--- config.mk ---
export PLATFORM = sky130hd
export DESIGN_NAME = override_seq
export DESIGN_NICKNAME = d
export VERILOG_FILES = /design/src/rtl/override_pkg.sv /design/src/rtl/override_seq.sv
export SDC_FILE = /design/constraint.sdc
export NUM_CORES = 1
export LEC_CHECK = 0
export ABC_AREA = 1
export CORE_MARGIN = 8
export CORE_UTILIZATION = 50
export CTS_BUF_LIST = sky130_fd_sc_hd__clkbuf_4
export CTS_CLUSTER_DIAMETER = 40
export DETAILED_ROUTE_END_ITERATION = 7
export PLACE_DENSITY = 0.88
export SLEW_MARGIN = 20
export SYNTH_ARGS = -nofsm -noshare
export SYNTH_HDL_FRONTEND = slang
export SYNTH_SLANG_ARGS = --single-unit
export TNS_END_PERCENT = 20
--- constraint.sdc ---
create_clock -name clock -period 1.6 [get_ports clock]
set_clock_uncertainty 0.05 [all_clocks]
set_input_delay 0.24 -clock clock [delete_from_list [all_inputs] [get_ports clock]]
set_output_delay 0.24 -clock clock [all_outputs]
set_load 0.01 [all_outputs]
--- src/rtl/override_pkg.sv ---
// override_pkg: opcode/state encodings and default hold-count width for override_seq
package override_pkg;
    localparam int HOLD_W_DEF = 8;
    typedef enum logic [1:0] {OP_NOP, OP_CLEAR, OP_PRESET, OP_ILL} op_e;
    typedef enum logic [1:0] {S_IDLE, S_ASSERT, S_GAP} state_e;
endpackage

--- src/rtl/override_seq.sv ---
// override_seq: sequences timed active-low clear/preset overrides to a target flop
module override_seq
    import override_pkg::*;
#(
    parameter int HOLD_W = HOLD_W_DEF
) (
    input  logic              clock,
    input  logic              reset,
    input  logic              cmd_valid,
    output logic              cmd_ready,
    input  logic [1:0]        cmd_op,
    input  logic [HOLD_W-1:0] cmd_hold,
    input  logic              abort,
    output logic              clear,
    output logic              preset,
    output logic              busy,
    output logic              done,
    output logic              err
);
    state_e state_q, state_d;
    logic [HOLD_W-1:0] cnt_q, cnt_d;
    logic tgt_clr_q, tgt_clr_d;
    logic clear_q, clear_d, preset_q, preset_d, busy_q, busy_d;
    logic done_q, done_d, err_q, err_d, ready_q, ready_d;
    op_e op;
    logic accept;
    assign op = op_e'(cmd_op);
    assign accept = cmd_valid && ready_q;
    always_comb begin
        state_d = state_q;
        cnt_d = cnt_q;
        tgt_clr_d = tgt_clr_q;
        err_d = 1'b0;
        unique case (state_q)
            S_IDLE: begin
                if (accept && (op == OP_CLEAR || op == OP_PRESET)) begin
                    state_d = S_ASSERT;
                    cnt_d = cmd_hold;
                    tgt_clr_d = (op == OP_CLEAR);
                end
                err_d = accept && (op == OP_ILL);
            end
            S_ASSERT: begin
                state_d = (abort || cnt_q == '0) ? S_GAP : S_ASSERT;
                cnt_d = (abort || cnt_q == '0) ? '0 : cnt_q - HOLD_W'(1);
            end
            default: state_d = S_IDLE;
        endcase
        // outputs are precomputed from the next state so every port is a flop
        clear_d = !(state_d == S_ASSERT && tgt_clr_d);
        preset_d = !(state_d == S_ASSERT && !tgt_clr_d);
        busy_d = (state_d != S_IDLE);
        done_d = (state_d == S_GAP);
        ready_d = (state_d == S_IDLE);
    end
    always_ff @(posedge clock) begin
        if (reset) begin
            state_q <= S_IDLE;
            cnt_q <= '0;
            tgt_clr_q <= 1'b0;
            clear_q <= 1'b1;
            preset_q <= 1'b1;
            busy_q <= 1'b0;
            done_q <= 1'b0;
            err_q <= 1'b0;
            ready_q <= 1'b0;
        end else begin
            state_q <= state_d;
            cnt_q <= cnt_d;
            tgt_clr_q <= tgt_clr_d;
            clear_q <= clear_d;
            preset_q <= preset_d;
            busy_q <= busy_d;
            done_q <= done_d;
            err_q <= err_d;
            ready_q <= ready_d;
        end
    end
    assign clear = clear_q;
    assign preset = preset_q;
    assign busy = busy_q;
    assign done = done_q;
    assign err = err_q;
    assign cmd_ready = ready_q;
endmodule

==> metrics <==
clk slew on worst S/H paths=0.11 ns; syn_nets=131; Die Wd=57.1 um; vias in the first global route=807; Worst-Skew Late Latency=0.30 ns; vias per cell=5.20; CTS tree=built; share of layout cells above drive strength 1=16.3%; Avg Cell Area, Syn=7.49 um^2; design area=1150 um^2; GRT overflow=0; PD cells=859 nW/um^2; FF+latch count, synth=17; 1st-iter DRT viols=27; first-pass GRT wire length=3.24 mm; Placed Area=1100 um^2; Mapped Cells=113; largest net degree at the start of global routing=13; Post-synth ARST share=0%; Synth Area in XOR/XNOR=2.07%; Max Transition Viols Final=0; P&R area growth vs syn=36.4%; post-synth top area cell=dfxtp_1; Post-DRT Antenna Nets=0; area share of the largest cell type after synthesis=40.2%; gr busiest metal=met2; core area=1650 um^2; post-synthesis mux area share=0%; initial antenna violation count=0; Min Clock Period, post-route=1.50 ns; Total GRT Usage=11.9%; DR vias=822; Filler Cell Count=128; CTS root buf=clkbuf_4; Post-synth EDFFs=0; Final Util=69.8%; Placer Congestion=0.825; synth cell count leaders=17 x dfxtp_1, 14 x nand2_1, 13 x o21ai_1; port bufs=19; register area share after synthesis=40.2%; Leak=0.513 nW; Worst Path Arrival=1.21 ns; CP Max Fanout=3; Initial Utilization=51.2%; largest family of logic cells by synthesized area=simple AND/OR/NAND/NOR gates; count leader, synth=dfxtp_1; slowest cell on the critical path=clkdlybuf4s50_1; DP HPWL=1.54 mm; post-synthesis compound-gate area fraction=19.8%; FMAX=668 MHz; NumNets Final=160; Worst Hold Slack=0.361 ns; # setup viols final=0; Crit Path Class=reg2out; die height=57.1 um; drc violations=0; final hold violations=0; die area=3260 um^2; predominant post-synthesis flop cell=dfxtp_1; Synth Warn #=0; top cells by area, synth=dfxtp_1 40%, o21ai_1 7.7%, nand2_1 6.2%, ha_1 5.9%, a21oi_1 5.3%; Critical Path RT=1.31 ns; Post-CTS Setup Inserts=0; I/O Pins=20; wire per inst=12.6 um; M1 GR Usage=12.5%; ANT cells=0; Synth cell types=22; clk buf depth=2; Tcrit/Tclk final=93.6%; mapped cell area=846 um^2; IR drop worst, VDD=0.520 mV; Worst setup EP type=output port; Slew @ Worst Pin=0.255 ns; outcome=finished, final reports clean; Worst Hold Class=in2reg; first-pass detailed-route iteration total=4; clock sinks=17; drt total wl=2.00 mm; RSZ-0062 raised after global routing=false; CP cell instances=clkdlybuf4s50_1; Adder-Cell Fraction of Synth Area=5.92%; global-route met2 utilization=21.2%; relative slew slack=83.0%; met3 usage=2.88%; CTS H-tree depth=1; critical path launch point type=flop; Worst Path Buf+Inv=1; Post-Synth Simple-Gate Area=23.5%; total CTS buffers=3; MaxCap Viol Count=0; crit-path max cell delay=0.54 ns; row cnt=15; CP top delay family=buffers and inverters
[path summary, 6_finish.rpt]
path | slack (ns) | end | depth (start not counted) | startpoint
max reg2reg | 0.19 | cnt_q[6] | 8 | cnt_q[0]
min | 0.36 | preset | 4 | cmd_op[0]
min reg2reg | 0.45 | err | 2 | cmd_ready
max | 0.10 | cmd_ready | 1 | cmd_ready
[cells by family (layout without fill, tap and decap cells)]
logic type	Yosys count	after routing
buf+inv	17	44
xor+xnor	2	2
compound gates	31	31
simple gates	42	43
fa+ha+maj	4	4
flops	17	17
[state kept, by name, indices dropped and copies added, names as in the netlist]
register and flops:
tgt_clr_q 1, err 1, busy 1, state_q 2, cmd_ready 1, done 1
clear 1, preset 1, cnt_q 8
[report_power, final]
part           internal (mW)  switching, mW
combinational          0.123          0.151
sequential             0.453         0.0206
clock                 0.0933          0.150
[layout make-up]
type	count	area [um^2]	share of cell area, %
Inverter	14	55.1	4.77
Timing Repair Buffer	26	256	22.2
Sequential cell	17	340	29.5
Tap cell	17	21.3	1.84
Clock buffer	3	22.5	1.95
Multi-Input combinational cell	80	453	39.3
Clock inverter	1	5.00	0.434
[metal layers]
metal	share of wire, %	vias up
li1	-	426
met4	1.8	0
met1	44	369
met3	6.0	5
met2	48	22
met5	0	-
[repair_timing]
action	in CTS	in global routing
cloned	0	1
pin swaps	1	2
endpoints found under the setup margin	7	11
hold buffers	0	0
gates resized for setup	2	4
[cell usage in the layout, fill, tap and decap left out, types with 2 or more instances in the layout]
| cell type | synthesis | routed |
|---|---|---|
| nor2_2 | 2 | 2 |
| o21ai_2 | 0 | 2 |
| clkdlybuf4s50_1 | 0 | 17 |
| xor2_1 | 2 | 2 |
| nor2_1 | 12 | 12 |
| o21ai_1 | 13 | 11 |
| clkbuf_4 | 0 | 3 |
| dfxtp_1 | 17 | 17 |
| a21oi_1 | 9 | 9 |
| buf_4 | 0 | 6 |
| nand2_2 | 2 | 2 |
| nor3_1 | 3 | 3 |
| nand2_1 | 14 | 14 |
| o21ai_0 | 7 | 7 |
| nand3_1 | 5 | 5 |
| inv_1 | 12 | 12 |
| ha_1 | 4 | 4 |
[stage by stage]
step           cells  setup TNS [ns]  setup WS, ns  power, mW
5_1_grt          158               0        0.0247       1.05
2_1_floorplan    113               0         0.269      0.653
3_3_place_gp     153           -3.16        -0.277      0.738
4_1_cts          157               0        0.0125      0.983
6_report         158               0         0.102      0.991
3_5_place_dp     153           -3.95        -0.335      0.749
Power figures use the tool's default switching activity.
